==> src/rtl/htif_mailbox_if.sv <==
// Register-port bundle between the MMIO crossbar (master) and the HTIF mailbox (slave).
// One outstanding request: a request handshake is followed by exactly one response handshake.
interface htif_mailbox_if #(
  parameter int ADDR_W = 12
);
  logic              req_valid;
  logic              req_ready;
  logic              req_write;
  logic [ADDR_W-1:0] req_addr;
  logic [63:0]       req_wdata;
  logic [7:0]        req_wstrb;
  logic              resp_valid;
  logic              resp_ready;
  logic [63:0]       resp_rdata;
  logic              resp_err;

  modport master (
    output req_valid, req_write, req_addr, req_wdata, req_wstrb, resp_ready,
    input  req_ready, resp_valid, resp_rdata, resp_err
  );

  modport slave (
    input  req_valid, req_write, req_addr, req_wdata, req_wstrb, resp_ready,
    output req_ready, resp_valid, resp_rdata, resp_err
  );
endinterface

==> src/rtl/htif_mailbox.sv <==
// HTIF tohost/fromhost mailbox: register responder plus pass/exit capture for the harness.
// Optional watchdog enabled by defining HTIF_WATCHDOG_EN (adds the TIMEOUT parameter).
module htif_mailbox #(
  parameter int                ADDR_W       = 12,
  parameter logic [ADDR_W-1:0] TOHOST_OFF   = 12'h000,
  parameter logic [ADDR_W-1:0] FROMHOST_OFF = 12'h008
`ifdef HTIF_WATCHDOG_EN
  ,
  parameter int unsigned       TIMEOUT      = 50000
`endif
) (
  input  logic                clock,
  input  logic                reset,
  htif_mailbox_if.slave       bus,
  output logic [63:0]         tohost,
  output logic                tohost_valid,
  input  logic                tohost_ack,
  input  logic                fromhost_valid,
  input  logic [63:0]         fromhost_data,
  output logic                pass,
  output logic [62:0]         exit_code,
  output logic                timeout
);

  typedef enum logic [0:0] {
    ST_IDLE = 1'b0,
    ST_RESP = 1'b1
  } state_t;

  state_t      state_r;
  state_t      state_s;

  logic [63:0] tohost_r;
  logic        tohost_valid_r;
  logic [63:0] fromhost_r;
  logic        pass_r;
  logic [62:0] exit_code_r;
  logic [63:0] resp_rdata_r;
  logic        resp_err_r;

  logic        req_ready_s;
  logic        accept_s;
  logic        aligned_s;
  logic        hit_to_s;
  logic        hit_from_s;
  logic        ack_s;
  logic        to_busy_s;
  logic [63:0] to_base_s;
  logic [63:0] to_merge_s;
  logic [63:0] from_merge_s;
  logic        wr_to_s;
  logic        wr_from_s;
  logic        post_s;
  logic        rsp_err_s;
  logic [63:0] rsp_rdata_s;

  function automatic logic [63:0] merge_bytes(
    input logic [63:0] old_v,
    input logic [63:0] new_v,
    input logic [7:0]  strb
  );
    logic [63:0] res;
    res = old_v;
    for (int i = 0; i < 8; i++) begin
      if (strb[i]) begin
        res[8*i +: 8] = new_v[8*i +: 8];
      end else begin
        res[8*i +: 8] = old_v[8*i +: 8];
      end
    end
    return res;
  endfunction

  // Decode, byte merge, commit qualifiers and the response to be registered.
  always_comb begin
    req_ready_s  = (state_r == ST_IDLE) && reset;
    accept_s     = bus.req_valid && req_ready_s;
    aligned_s    = (bus.req_addr[2:0] == 3'b000);
    hit_to_s     = aligned_s && (bus.req_addr[ADDR_W-1:3] == TOHOST_OFF[ADDR_W-1:3]);
    hit_from_s   = aligned_s && (bus.req_addr[ADDR_W-1:3] == FROMHOST_OFF[ADDR_W-1:3]);
    // An ack in the same cycle frees the register before the target write is judged.
    ack_s        = tohost_ack && tohost_valid_r;
    to_busy_s    = tohost_valid_r && !ack_s;
    to_base_s    = ack_s ? 64'd0 : tohost_r;
    to_merge_s   = merge_bytes(to_base_s, bus.req_wdata, bus.req_wstrb);
    from_merge_s = merge_bytes(fromhost_r, bus.req_wdata, bus.req_wstrb);
    wr_to_s      = accept_s && bus.req_write && hit_to_s && !to_busy_s;
    wr_from_s    = accept_s && bus.req_write && hit_from_s && !fromhost_valid;
    post_s       = wr_to_s && bus.req_wstrb[0] && (to_merge_s != 64'd0);

    rsp_err_s   = 1'b0;
    rsp_rdata_s = 64'd0;
    if (!hit_to_s && !hit_from_s) begin
      rsp_err_s = 1'b1;
    end else if (bus.req_write) begin
      rsp_err_s = hit_to_s && to_busy_s;
    end else if (hit_to_s) begin
      rsp_rdata_s = tohost_r;
    end else begin
      rsp_rdata_s = fromhost_r;
    end
  end

  // Bus FSM next-state logic.
  always_comb begin
    state_s = state_r;
    case (state_r)
      ST_IDLE: begin
        if (accept_s) begin
          state_s = ST_RESP;
        end else begin
          state_s = ST_IDLE;
        end
      end
      ST_RESP: begin
        if (bus.resp_ready) begin
          state_s = ST_IDLE;
        end else begin
          state_s = ST_RESP;
        end
      end
      default: state_s = ST_IDLE;
    endcase
  end

  // Bus FSM state register.
  always_ff @(posedge clock) begin
    if (!reset) begin
      state_r <= ST_IDLE;
    end else begin
      state_r <= state_s;
    end
  end

  // Mailbox registers and the captured response.
  always_ff @(posedge clock) begin
    if (!reset) begin
      tohost_r       <= 64'd0;
      tohost_valid_r <= 1'b0;
      fromhost_r     <= 64'd0;
      pass_r         <= 1'b0;
      exit_code_r    <= 63'd0;
      resp_rdata_r   <= 64'd0;
      resp_err_r     <= 1'b0;
    end else begin
      if (accept_s) begin
        resp_rdata_r <= rsp_rdata_s;
        resp_err_r   <= rsp_err_s;
      end
      if (wr_to_s) begin
        tohost_r       <= to_merge_s;
        tohost_valid_r <= post_s;
      end else if (ack_s) begin
        tohost_r       <= 64'd0;
        tohost_valid_r <= 1'b0;
      end
      // Host load wins over a same-cycle target write to fromhost.
      if (fromhost_valid) begin
        fromhost_r <= fromhost_data;
      end else if (wr_from_s) begin
        fromhost_r <= from_merge_s;
      end
      if (post_s && to_merge_s[0] && !pass_r) begin
        pass_r      <= 1'b1;
        exit_code_r <= to_merge_s[63:1];
      end
    end
  end

`ifdef HTIF_WATCHDOG_EN
  localparam logic [31:0] WD_LAST = 32'(TIMEOUT - 1);

  logic [31:0] wd_count_r;
  logic        timeout_r;

  // Saturating idle counter, restarted by every tohost post; expiry is sticky.
  always_ff @(posedge clock) begin
    if (!reset) begin
      wd_count_r <= 32'd0;
      timeout_r  <= 1'b0;
    end else begin
      if (post_s) begin
        wd_count_r <= 32'd0;
      end else if (wd_count_r != 32'hFFFF_FFFF) begin
        wd_count_r <= wd_count_r + 32'd1;
      end
      if (wd_count_r == WD_LAST) begin
        timeout_r <= 1'b1;
      end
    end
  end

  assign timeout = timeout_r;
`else
  assign timeout = 1'b0;
`endif

  assign bus.req_ready  = req_ready_s;
  assign bus.resp_valid = (state_r == ST_RESP);
  assign bus.resp_rdata = resp_rdata_r;
  assign bus.resp_err   = resp_err_r;
  assign tohost         = tohost_r;
  assign tohost_valid   = tohost_valid_r;
  assign pass           = pass_r;
  assign exit_code      = exit_code_r;

endmodule

==> src/flat_wrapper.sv <==
// flat-port wrapper written by rule: the top's interface ports become plain ports
module htif_mailbox_flat 
#(
  parameter int                ADDR_W       = 12,
  parameter logic [ADDR_W-1:0] TOHOST_OFF   = 12'h000,
  parameter logic [ADDR_W-1:0] FROMHOST_OFF = 12'h008

)
  (clock, reset, tohost, tohost_valid, tohost_ack, fromhost_valid, fromhost_data, pass, exit_code, timeout, bus_req_valid, bus_req_write, bus_req_addr, bus_req_wdata, bus_req_wstrb, bus_resp_ready, bus_req_ready, bus_resp_valid, bus_resp_rdata, bus_resp_err);
  htif_mailbox_if #(.ADDR_W(ADDR_W)) bus_i ();
  input  logic clock;
  input  logic reset;
  output logic [63:0] tohost;
  output logic tohost_valid;
  input  logic tohost_ack;
  input  logic fromhost_valid;
  input  logic [63:0] fromhost_data;
  output logic pass;
  output logic [62:0] exit_code;
  output logic timeout;
  input wire logic [$bits(bus_i.req_valid)-1:0] bus_req_valid;
  input wire logic [$bits(bus_i.req_write)-1:0] bus_req_write;
  input wire logic [$bits(bus_i.req_addr)-1:0] bus_req_addr;
  input wire logic [$bits(bus_i.req_wdata)-1:0] bus_req_wdata;
  input wire logic [$bits(bus_i.req_wstrb)-1:0] bus_req_wstrb;
  input wire logic [$bits(bus_i.resp_ready)-1:0] bus_resp_ready;
  output wire logic [$bits(bus_i.req_ready)-1:0] bus_req_ready;
  output wire logic [$bits(bus_i.resp_valid)-1:0] bus_resp_valid;
  output wire logic [$bits(bus_i.resp_rdata)-1:0] bus_resp_rdata;
  output wire logic [$bits(bus_i.resp_err)-1:0] bus_resp_err;
  assign bus_i.req_valid = bus_req_valid;
  assign bus_i.req_write = bus_req_write;
  assign bus_i.req_addr = bus_req_addr;
  assign bus_i.req_wdata = bus_req_wdata;
  assign bus_i.req_wstrb = bus_req_wstrb;
  assign bus_i.resp_ready = bus_resp_ready;
  assign bus_req_ready = bus_i.req_ready;
  assign bus_resp_valid = bus_i.resp_valid;
  assign bus_resp_rdata = bus_i.resp_rdata;
  assign bus_resp_err = bus_i.resp_err;
  htif_mailbox #(.ADDR_W(ADDR_W), .TOHOST_OFF(TOHOST_OFF), .FROMHOST_OFF(FROMHOST_OFF)) u_core (.clock(clock), .reset(reset), .bus(bus_i), .tohost(tohost), .tohost_valid(tohost_valid), .tohost_ack(tohost_ack), .fromhost_valid(fromhost_valid), .fromhost_data(fromhost_data), .pass(pass), .exit_code(exit_code), .timeout(timeout));
endmodule
==> config.mk <==
export PLATFORM = sky130hd
export DESIGN_NAME = htif_mailbox_flat
export DESIGN_NICKNAME = d
export VERILOG_FILES = /design/src/rtl/htif_mailbox_if.sv /design/src/rtl/htif_mailbox.sv /design/src/flat_wrapper.sv
export SDC_FILE = /design/constraint.sdc
export NUM_CORES = 1
export LEC_CHECK = 0
export CORE_UTILIZATION = 49
export CTS_BUF_LIST = sky130_fd_sc_hd__clkbuf_8
export DETAILED_ROUTE_END_ITERATION = 12
export HOLD_SLACK_MARGIN = 0.02
export PLACE_DENSITY_LB_ADDON = 0.2
export SYNTH_ARGS = -nofsm -noshare
export SYNTH_HDL_FRONTEND = slang
export SYNTH_SLANG_ARGS = --single-unit
export TNS_END_PERCENT = 20
==> constraint.sdc <==
create_clock -name clock -period 2.7 [get_ports clock]
set_input_delay 0.27 -clock clock [delete_from_list [all_inputs] [get_ports clock]]
set_output_delay 0.27 -clock clock [all_outputs]
set_load 0.05 [all_outputs]
**After elaboration in Yosys (flattened, before gate mapping)**

Index checks and enable logic that the tools add are counted.

- Register bits after elaboration: 259
- Bits of input ports: 155
- Output and inout bits: 197
- Logic and storage cells: 91

- Equal/unequal tests: 1
- Muxes and demuxes: 30
- Bitwise gates (word level): 1
- Reductions and logical operators: 44

Operator list:

| operator | number |
|---|---|
| 2-to-1 mux 64 bit | 7 |
| 2-to-1 mux 8 bit | 16 |
| nonzero test 64 bit | 1 |
| nonzero test 2 bit | 10 |
| logical AND 1 bit | 17 |
| AND reduction 2 bit | 8 |
| == test 9 x 1 -> 1 bit, second input constant | 1 |
| zero test 9 bit | 1 |
| zero test 1 bit | 6 |
| 2-to-1 mux 1 bit | 6 |
| zero test 3 bit | 1 |
| one-hot mux 1 bit (2 select lines) | 1 |
| NOT 1 bit | 1 |

**Depth between registers and ports, before layout**

Gate-level depths: netlist of the first run.

- Word-level depth: 10
- Mapped depth: 9
- Gate-level depth less buffers: 5

**Worst setup path before layout of the first run**

OpenSTA, ideal clock, no wires.

- Kind: register to register
- Start point: reg u_core.state_r (netlist: u_core.bus.resp_valid)
- End point: reg u_core.fromhost_r[0]
- Data arrival time: 2.250 ns
- Required time: 2.567 ns
- Slack: 0.318 ns
- Cell stages (with the launch flop): 7
- Path buffers: 1
- Cell sequence: dfxtp_1 -> nand3b_1 -> or4_4 -> buf_6 -> nor3_4 -> mux2i_1 -> a21oi_1

- Cells in the longest elaborated chain, start to end: 8

RTL lines:

| element | line | text |
|---|---|---|
| start: declaration | htif_mailbox.sv:30 | `state_t state_r;` |
| start signal: assignment | htif_mailbox.sv:131 | `state_r <= state_s;` |
| NOT 1 bit | htif_mailbox.sv:76 | `req_ready_s = (state_r == ST_IDLE) && reset;` |
| logical AND 1 bit | htif_mailbox.sv:76 |  |
| logical AND 1 bit | htif_mailbox.sv:77 | `accept_s = bus.req_valid && req_ready_s;` |
| logical AND 1 bit (3 in series) | htif_mailbox.sv:88 | `wr_from_s = accept_s && bus.req_write && hit_from_s && !fromhost_valid;` |
| nonzero test 2 bit (no source line) | n/a |  |
| AND reduction 2 bit (no source line) | n/a |  |
| end signal: assignment | htif_mailbox.sv:159 | `fromhost_r <= fromhost_data;` |
| end signal: assignment | htif_mailbox.sv:161 | `fromhost_r <= from_merge_s;` |
| end: declaration | htif_mailbox.sv:35 | `logic [63:0] fromhost_r;` |

No other way between the ends.
A chain may end at the register's enable or synchronous reset.

**Final worst setup path of the first run**

- Start point: reg u_core.tohost_valid_r (netlist: u_core.tohost_valid)
- End point: reg u_core.tohost_valid_r (netlist: u_core.tohost_valid)

- Cells in the longest elaborated chain, start to end: 8
- Elaborated cells on any way between the ends: 19
- Classes of those cells: mux: 10; reduce/logical: 9

RTL lines:

| element | line | text |
|---|---|---|
| start: declaration | htif_mailbox.sv:34 | `logic tohost_valid_r;` |
| start signal: assignment | htif_mailbox.sv:152 | `tohost_valid_r <= post_s;` |
| branches (longest 8 deep; another with 2-to-1 mux 64 bit) | n/a |  |

Parallel ways; which one is timed is not known.

==> results of run 1 <==
cell usage in the layout, fill, tap and decap left out, types with 3 or more instances in the layout:
cell	netlist	layout
a211oi_1	41	41
a21bo_2	24	24
a21oi_1	105	105
a2bb2oi_1	71	71
a311oi_1	24	24
a31oi_1	8	8
and2_1	8	7
and3_1	26	26
buf_12	0	19
buf_4	2	55
clkbuf_8	0	54
clkdlybuf4s50_1	0	347
clkinv_1	4	4
clkinv_2	0	8
clkinvlp_4	0	3
dfxtp_1	259	258
inv_1	5	19
mux2i_1	135	135
nand2_1	105	104
nand2b_1	8	7
nand3_1	92	92
nand4_1	8	8
nor2_1	132	132
nor2b_1	4	4
nor3_1	4	4
nor3_4	8	8
nor4_1	4	3
o2111ai_1	3	3
o21a_1	26	26
o21ai_0	65	65
o22ai_1	8	8
or4_1	3	3
or4_4	3	3
worst paths after layout:
kind                       start  slack (ns)  cells after the start                     to
max reg2reg  u_core.tohost_valid        0.36                      8    u_core.tohost_valid
max          u_core.tohost_valid        0.36                      8    u_core.tohost_valid
min reg2reg  u_core.bus.resp_err        0.49                      2    u_core.bus.resp_err
min               bus_resp_ready        0.31                      2  u_core.bus.resp_valid
sequential cells by signal, indices dropped and copies added, names as in the netlist:
| signal | count |
|---|---|
| u_core.bus.resp_err | 1 |
| u_core.bus.resp_rdata | 64 |
| u_core.bus.resp_valid | 1 |
| u_core.exit_code | 63 |
| u_core.fromhost_r | 64 |
| u_core.pass | 1 |
| u_core.tohost | 64 |
| u_core.tohost_valid | 1 |
per-layer routing:
layer | part of all wire | up-vias | wire length [um] | GRT usage
li1 | - | 5482 | - | -
met1 | 0.42 | 5640 | 16900 | 0.414
met2 | 0.48 | 540 | 19200 | 0.543
met3 | 0.076 | 79 | 3080 | 0.0631
met4 | 0.029 | 0 | 1180 | 0.128
met5 | 0 | - | 0 | 0
worst max-delay path: cells and delay by family (launching register included):
family / cells / cell delay, ns
and+or+nand+nor: 3 / 0.70
buffers and inverters: 3 / 0.63
DFF: 1 / 0.45
AOI/OAI and AO/OA: 2 / 0.38
stage by stage:
stage	cells	setup WS [ns]	hold WS [ns]
floorplan	1316	0.318	0.370
global placement	1939	-0.0787	0.462
detailed placement	1939	-0.148	0.477
CTS	2019	0.383	0.293
global route	2020	0.244	0.307
finish	2020	0.364	0.312
power groups by stage:
stage	combinational, uW	sequential [uW]	clock, uW
after floorplan	360	4010	0
final	789	3930	3540
after CTS	782	3930	3560
after global placement	769	4010	0
after global routing	846	3930	3740
after detailed placement	776	4010	0
final cells by class:
type / count / area [um^2] / area share
well taps: 319 / 399 / 0.0238
inverters: 10 / 43.8 / 0.00262
clock inverters: 26 / 144 / 0.00859
repair buffers: 423 / 4280 / 0.255
clock buffers: 54 / 743 / 0.0444
multi-input cells: 928 / 5950 / 0.355
flip-flops and latches: 259 / 5190 / 0.310
diodes: 1 / 2.50 / 0.000149
kinds of logic (layout without fill, tap and decap cells):
logic type	count (synthesis)	in the layout	share of synthesized area
and+or+nand+nor	412	412	0.170
AOI/OAI and AO/OA	380	380	0.223
DFF	259	259	0.446
muxes	135	135	0.116
buffers and inverters	129	513	0.0443
other	1	2	0.000322
==> flow_summary.ini, run 1 <==
[synthesis]
yosys_warnings = 0
yosysTopAreaCellShare = 0.446
synth-edff-count = 0
yosysTopAreaCell = dfxtp_1
syn_nets = 1471
yosys-top-cells-count = dfxtp_1 (259), mux2i_1 (135), nor2_1 (132)
synth.area.top_cells = dfxtp_1 (45%), mux2i_1 (12%), a2bb2oi_1 (5.3%), a21oi_1 (4.5%), nor2_1 (4.3%)
synth.most_common_cell = dfxtp_1
synth-seq-cells = 259
synth_cell_types = 44
synth_ff_type = dfxtp_1
synthArstFlopShare = 0
syn_avg_cell_area_um2 = 8.84
ys_seq_area_frac = 0.446
syn_area_um2 = 11600
syn_inst = 1316

[clock_network]
h-tree-depth = 2
cts_buffers = 44
tritoncts = built
clk_latency_ns = 0.55
clkTransAtPathRegs_ns = 0.06
root_buffer = clkbuf_8
cts_max_path_buffers = 3
cts_hold_buf = 0
post_cts_buffers = 0
clock-sinks = 259
cts_resized = 0

[route]
wl_per_cell_um = 20.0
avgViaCountPerCell = 5.81
routed_wirelength_um = 40400
vias = 11741
ant_nets = 0
drc = 0
dr.pass1.iters = 5
first_iter_violations = 855

[die]
rows = 56
fp.coreArea_um2 = 23400
die-area_um2 = 24400
die_h_um = 156
io_pins = 352
initial_core_util = 0.497
die_width_um = 156

[sta]
final_hold_viol_count = 0
grt_setup_unrepaired = no
fin_crit_ns = 2.34
fmax_ghz = 0.428
post-route-period-util = 0.865
relSlewSlack = 0.364
setup_viol = 0
setup_tns_ns = 0
final.setup_skew_ns = 0.0165
worst_slew_pin_slew_ns = 0.954
final-max-slew-violation-count = 0

[finish]
nFillCells = 1879
final_area_um2 = 16700
drive_above_1_share = 0.111
nets = 1821
syn2layout_area_growth_pct = 43.9
finalCoreUtilization = 0.716

[critical_path]
required_ns = 3.09
worstSetupStartpointType = register
path_common_cell = buf_4
path_max_fanout = 36
cp_slowest_cell = dfxtp_2
end_kind = register
cp.arrival_ns = 2.72
slowest_delay_ns = 0.45
path_cells = nand2_2, buf_12, a31oi_1, buf_4, nand4_1, nor4_1, buf_4, a311oi_1
critical_path_class = reg2reg

[power]
power_frac_comb = 0.096
internal_power_uw = 6180
power_uw = 8250
leakage_uw = 0.00596
clockPowerShare = 0.429
seq_power_share = 0.476
switching_share = 0.251
power_density_nw_per_um2 = 493
ir_drop_uv = 332
power.switching_uw = 2070

[placement]
gp_congestion = 0.843
portBuffers = 350
post_dp_cell_area_um2 = 15900
dp_hpwl_um = 27600

[global_routing]
first_global_vias = 11416
grt_overflow = 0
track_usage = 0.326
grt_first_pass_wirelength_um = 62200
grt_start_max_net_pins = 94
antenna_found_initial = 1

[worst_hold_path]
hold_class = in2reg

[outcome]
status = finished clean

[run]
drv_cap = 0
Power figures use the tool's default switching activity.
==> run 2: changes to the inputs <==
CORE_ASPECT_RATIO = 1.75   (was not set)
==> run 2 against run 1 <==
Clock power shrank 12%. Count of clock-buffer cells in the layout shrank 6. Sequential cell count is the same. Maximum frequency grew 1.6%. Final cell count shrank 1.6%. Setup slack gained 0.037 ns. Critical path depth shrank 2. Worst hold slack is essentially flat. Clock skew grew 0.0020 ns. Register-to-register slack gained 0.04 ns. Critical endpoint unchanged. Largest power group unchanged.
==> flow_summary.ini, run 2 (synthesis results as in run 1) <==
[die]
initial_core_util = 0.499
die-area_um2 = 24400
io_pins = 352
fp.coreArea_um2 = 23300
die_width_um = 118
die_h_um = 206
rows = 74

[finish]
finalCoreUtilization = 0.711
final_cell_mix = clkdlybuf4s50_1 (347), dfxtp_1 (258), mux2i_1 (135)
finalNonFillerCells = 1987
drive_above_1_share = 0.102
nets = 1814
layout_commonest_cell = clkdlybuf4s50_1
nFillCells = 1891
syn2layout_area_growth_pct = 42.6

[placement]
dp_hpwl_um = 28300
gp_congestion = 0.845
portBuffers = 350
dp.cells = 1922

[sta]
fin_crit_ns = 2.30
relSlewSlack = 0.353
grt_setup_unrepaired = no
final_hold_viol_count = 0
fmax_ghz = 0.435
setup_viol = 0
post-route-period-util = 0.852
setup_tns_ns = 0
final-max-slew-violation-count = 0
worst_slew_pin_slew_ns = 0.971
final.setup_skew_ns = 0.0185

[clock_network]
cts_max_path_buffers = 3
clock-sinks = 259
cts_hold_buf = 0
h-tree-depth = 2
cts_buffers = 39
root_buffer = clkbuf_8
tritoncts = built
cts_resized = 0
clk_latency_ns = 0.55
post_cts_buffers = 0
clkTransAtPathRegs_ns = 0.07

[critical_path]
crit_buf_inv = 1
critical_path.startpoint = u_core.tohost_valid
cp.arrival_ns = 2.67
end_kind = register
worstSetupStartpointType = register
path_max_fanout = 31
cp_slowest_cell = nor4_1
slowest_delay_ns = 0.43
required_ns = 3.07
r2r_setup_slack_ns = 0.40
regToRegStartpoint = u_core.tohost_valid
path_cells = nand2_2, buf_12, a31oi_1, o2111ai_1, nor4_1, a311oi_1
critPathTopFamily = simple AND/OR/NAND/NOR gates
critical_path_class = reg2reg

[power]
internal_power_uw = 5860
clockPowerShare = 0.398
switching_share = 0.252
ir_drop_uv = 459
leakage_uw = 0.00587
power_frac_comb = 0.101
power.switching_uw = 1970
power_density_nw_per_um2 = 472
seq_power_share = 0.502

[route]
dr.pass1.iters = 5
vias = 11556
drc = 0
avgViaCountPerCell = 5.82
first_iter_violations = 777
ant_nets = 0
routed_wirelength_um = 40900
wl_per_cell_um = 20.6

[global_routing]
track_usage = 0.327
grt_overflow = 0
antenna_found_initial = 1
grt_first_pass_wirelength_um = 62200
grt_start_max_net_pins = 92
first_global_vias = 11443

[worst_hold_path]
hold_class = in2reg
hp-start = bus_resp_ready

[outcome]
status = finished clean

[run]
drv_cap = 0
run 2: cell types whose count changed in the layout (fill, tap and decap cells not counted), sizes merged:
| cell | delta |
|---|---|
| clkinvlp | -2 |
| inv | -2 |
| bufinv | -1 |
| clkinv | -5 |
| buf | -2 |
| clkbuf | -6 |
run 2: worst paths after layout:
check,endpoint,cells after the start
hold / removal,u_core.bus.resp_valid,2
setup / recovery,u_core.tohost_valid,6
hold reg to reg,u_core.bus.resp_rdata[18],2
setup reg to reg,u_core.tohost_valid,6
run 2: area by class of cell:
type / instances / area [um^2] / area share
multi-input combinational: 928 / 5950 / 0.359
clock inverter: 16 / 66.3 / 0.00400
inverter: 10 / 43.8 / 0.00264
timing repair buffer: 421 / 4300 / 0.259
clock buffer: 48 / 661 / 0.0398
antenna: 1 / 2.50 / 0.000151
tap: 304 / 380 / 0.0229
sequential: 259 / 5190 / 0.313
run 2: stage by stage:
| stage | setup slack, ns | area (um^2) | hold WS (ns) | power, uW |
|---|---|---|---|---|
| finish | 0.401 | 16600 | 0.312 | 7830 |
| global route | 0.246 | 16600 | 0.315 | 8080 |
| CTS | 0.368 | 16600 | 0.288 | 7850 |
| detailed placement | -0.126 | 15900 | 0.475 | 4790 |
| global placement | -0.0887 | 15900 | 0.460 | 4780 |
| floorplan | 0.318 | 11600 | 0.370 | 4370 |
run 2: routing by layer:
layer  part of all wire  track usage
met1               0.36        0.359
met2               0.52        0.596
met3              0.073       0.0613
met4              0.046        0.171
met5                  0            0
run 2: worst reg2reg max path: cells and delay by family (launching register included):
kind	cells	cell delay, ns
AO/OA/AOI/OAI	3	0.74
AND/OR/NAND/NOR	2	0.74
flip-flops	1	0.34
buffers and inverters	1	0.31
run 2: power groups by stage:
| stage | Clock [uW] | Sequential, uW | Combinational [uW] |
|---|---|---|---|
| after global placement | 0 | 4010 | 773 |
| after detailed placement | 0 | 4010 | 781 |
| final | 3110 | 3930 | 790 |
| after CTS | 3140 | 3920 | 785 |
| after floorplan | 0 | 4010 | 360 |
| after global routing | 3310 | 3930 | 844 |
==> run 3: changes to the inputs <==
CORE_MARGIN = 1.5   (was not set)
==> run 3 against run 2 <==
Cell area rose by 0.90%. Routed wire length up 1.0%. Worst hold slack got worse by 0.18 ns. Register-to-register slack got worse by 0.07 ns. Die area rose by 1.3%. Final cell count rose by 0.30%. Via count grew 1.0%. Global-route usage fell by 0.27 points. Combinational power is 2% higher. Critical path depth unchanged. Sequential cell count is the same. Power grew 4.5%. Critical endpoint unchanged. Largest cell class unchanged.
==> flow_summary.ini, run 3 (synthesis results as in run 1) <==
[finish]
nets = 1813
drive_above_1_share = 0.107
layout_commonest_cell = clkdlybuf4s50_1
finalNonFillerCells = 1993
syn2layout_area_growth_pct = 43.8
final_cell_mix = clkdlybuf4s50_1 (347), dfxtp_1 (258), mux2i_1 (135)
nFillCells = 1843

[sta]
final-max-slew-violation-count = 0
setup_viol = 0
final_hold_viol_count = 0
setup_slack_ns = 0.328
relSlewSlack = 0.399
grt_setup_unrepaired = no
worst_slew_pin_slew_ns = 0.902
fmax_ghz = 0.422
final.setup_skew_ns = 0.0279
post-route-period-util = 0.879
fin_crit_ns = 2.37

[run]
drv_cap = 0

[placement]
dp_hpwl_um = 29300
dp.cells = 1921
portBuffers = 350
gp_congestion = 0.840
place_ws_ns = -0.190

[global_routing]
grt_start_max_net_pins = 92
antenna_found_initial = 2
track_usage = 0.324
grt_first_pass_wirelength_um = 62900
grt_overflow = 0
first_global_vias = 11623

[critical_path]
worstSetupStartpointType = register
path_max_fanout = 14
required_ns = 3.11
cp.arrival_ns = 2.78
critical_path_class = reg2reg
end_kind = register

[clock_network]
clkTransAtPathRegs_ns = 0.07
root_buffer = clkbuf_8
cts_max_path_buffers = 3
cts_hold_buf = 0
cts_buffers = 39
clk_latency_ns = 0.55
h-tree-depth = 2
tritoncts = built
post_cts_buffers = 0
clock-sinks = 259
cts_resized = 0

[outcome]
status = finished clean

[power]
leakage_uw = 0.00593
power_density_nw_per_um2 = 489
power_uw = 8180
ir_drop_uv = 441

[route]
avgViaCountPerCell = 5.86
dr.pass1.iters = 6
vias = 11672
ant_nets = 0
routed_wirelength_um = 41300
wl_per_cell_um = 20.7
first_iter_violations = 915
drc = 0

[worst_hold_path]
hold_class = in2reg

[die]
die-area_um2 = 24700
initial_core_util = 0.499
die_h_um = 207
rows = 74
io_pins = 352
fp.coreArea_um2 = 23300
die_width_um = 119
run 3: cell type report:
class	instances	area, um^2	share of cell area
Multi-Input combinational cell	928	5950	0.356
Clock inverter	14	85.1	0.00508
Antenna cell	2	5.00	0.000299
Inverter	10	43.8	0.00262
Tap cell	304	380	0.0227
Clock buffer	56	771	0.0460
Sequential cell	259	5190	0.310
Timing Repair Buffer	420	4320	0.258
run 3: power breakdown:
part	switching, uW	leakage, uW	internal, uW	total (uW)
logic	415	0.00335	386	802
registers	37.9	0.00210	3890	3930
clock network	1530	0.000478	1930	3450
run 3: final timing paths:
path,from,cells past startpoint,to,slack [ns]
setup / recovery,u_core.tohost_valid,6,u_core.tohost_valid,0.33
setup reg to reg,u_core.tohost_valid,6,u_core.tohost_valid,0.33
hold reg to reg,u_core.bus.resp_rdata[36],2,u_core.bus.resp_rdata[36],0.49
hold / removal,reset,3,u_core.bus.resp_rdata[13],0.13
run 3: layer usage:
layer / up-vias / part of all wire / global-route usage / wire (um)
met1: 5485 / 0.36 / 0.358 / 14900
li1: 5470 / - / - / -
met4: 0 / 0.055 / 0.182 / 2260
met5: - / 0 / 0 / 0
met2: 572 / 0.51 / 0.588 / 21200
met3: 145 / 0.072 / 0.0541 / 2990
run 3: critical path, stage by stage (launching register included):
cell	delay, ns
dfxtp_2	0.52
nand2_2	0.27
buf_4	0.26
a31oi_1	0.36
nand4_1	0.18
nor4_1	0.49
a311oi_1	0.15
run 3: stage by stage:
step | instance area [um^2] | TNS (ns) | utilization | hold WS, ns
5_1_grt | 16700 | 0 | 0.717 | 0.156
6_report | 16700 | 0 | 0.717 | 0.127
4_1_cts | 16700 | 0 | 0.717 | 0.119
2_1_floorplan | 11600 | 0 | - | 0.370
3_3_place_gp | 15900 | -6.54 | 0.681 | 0.466
3_5_place_dp | 15900 | -9.97 | 0.681 | 0.476
==> edit (config.mk and constraints of run 2) <==
`FROMHOST_OFF` is set to 12'h008 in 2 places; all go to 12'h006.
--- a/src/rtl/htif_mailbox.sv
+++ b/src/rtl/htif_mailbox.sv
@@ -5,3 +5,3 @@
   parameter logic [ADDR_W-1:0] TOHOST_OFF   = 12'h000,
-  parameter logic [ADDR_W-1:0] FROMHOST_OFF = 12'h008
+  parameter logic [ADDR_W-1:0] FROMHOST_OFF = 12'h006
 `ifdef HTIF_WATCHDOG_EN
--- a/src/flat_wrapper.sv
+++ b/src/flat_wrapper.sv
@@ -5,3 +5,3 @@
   parameter logic [ADDR_W-1:0] TOHOST_OFF   = 12'h000,
-  parameter logic [ADDR_W-1:0] FROMHOST_OFF = 12'h008
+  parameter logic [ADDR_W-1:0] FROMHOST_OFF = 12'h006
 
Behaviour: not the same (a bounded check fails within 4 cycles, from zero or initial values and one cycle with reset low).
==> edit against run 2 <==
Synthesized cell count fell by 26%; design area fell by 29%; critical path depth rose by 2; total power fell by 33%; via count fell by 30%; highest routed layer unchanged; worst setup slack got worse by 150 ps; wire length fell by 35%; cell count fell by 26%; area after synthesis fell by 28%; sequential power fell by 27%; core utilization rose by 0.56 points; sequential cell count fell by 64; critical path type unchanged.
==> edit: results <==
{
  "internal_power_mw": 3.92,
  "grt_util_met1_pct": 33.9,
  "dp_cells": 1433,
  "io_buffers": 285,
  "cp_max_fo": 22,
  "placed_area_mm2": 0.0114,
  "clock_latency_ps": 470,
  "grt_use_met2_pct": 52.6,
  "wl_met1_um": 10100,
  "place_hpwl_um": 18600,
  "met3_wirelength_um": 1930,
  "dr_wl_met2_um": 13400,
  "skew_ps": 17.2,
  "ys_top_cells_by_area": "dfxtp_1 (47%), nand2_1 (10%), a22oi_1 (5.8%)",
  "pg_seq_mw": 2.88,
  "dp_slack_ps": 9.82,
  "status": "complete, no violations",
  "grt.total_usage_pct": 30.3,
  "dr_total_vias": 8060,
  "fillers": 1370,
  "cts-buffers-inserted": 17,
  "use_met3_pct": 7.32,
  "critical-path-max-stage-delay_ps": 550,
  "worst_pin_slew_ps": 936,
  "leakage_nw": 4.69,
  "gp_congestion": 0.826,
  "pwr-share-clk_pct": 37.0,
  "clk_pin_slew_ps": 110,
  "avgSynthCellArea_um2": 8.57
}
-- edit: cells by family after synthesis --
family                 share of synthesized area, %
and+or+nand+nor                                22.6
AOI/OAI and AO/OA                              24.3
DFF                                            46.8
buffers and inverters                          4.81
muxes                                          1.48
other                                        0.0449
-- edit: path summary, 6_finish.rpt --
check	end	slack [ps]	start	cells after the start
max	u_core.tohost_valid	250	u_core.tohost_valid	8
min	u_core.exit_code[4]	400	bus_req_wdata[5]	3
max reg2reg	u_core.tohost_valid	250	u_core.tohost_valid	8
min reg2reg	u_core.exit_code[61]	450	u_core.exit_code[61]	2
-- edit: area by class of cell --
type,count,area share [%]
tap,224,2.37
multi-input combinational,690,34.3
antenna,1,0.0211
inverter,3,0.0951
clock buffer,17,1.98
clock inverter,15,1.31
timing repair buffer,321,27.0
sequential,195,33.0
-- edit: worst register-to-register path, cell delays in order, from the launching register on --
cell,delay (ps)
dfxtp_1,500
buf_4,270
nand2_2,100
buf_4,220
nand2_1,110
o21ai_0,190
nor4_1,550
and4_1,310
a31oi_1,90
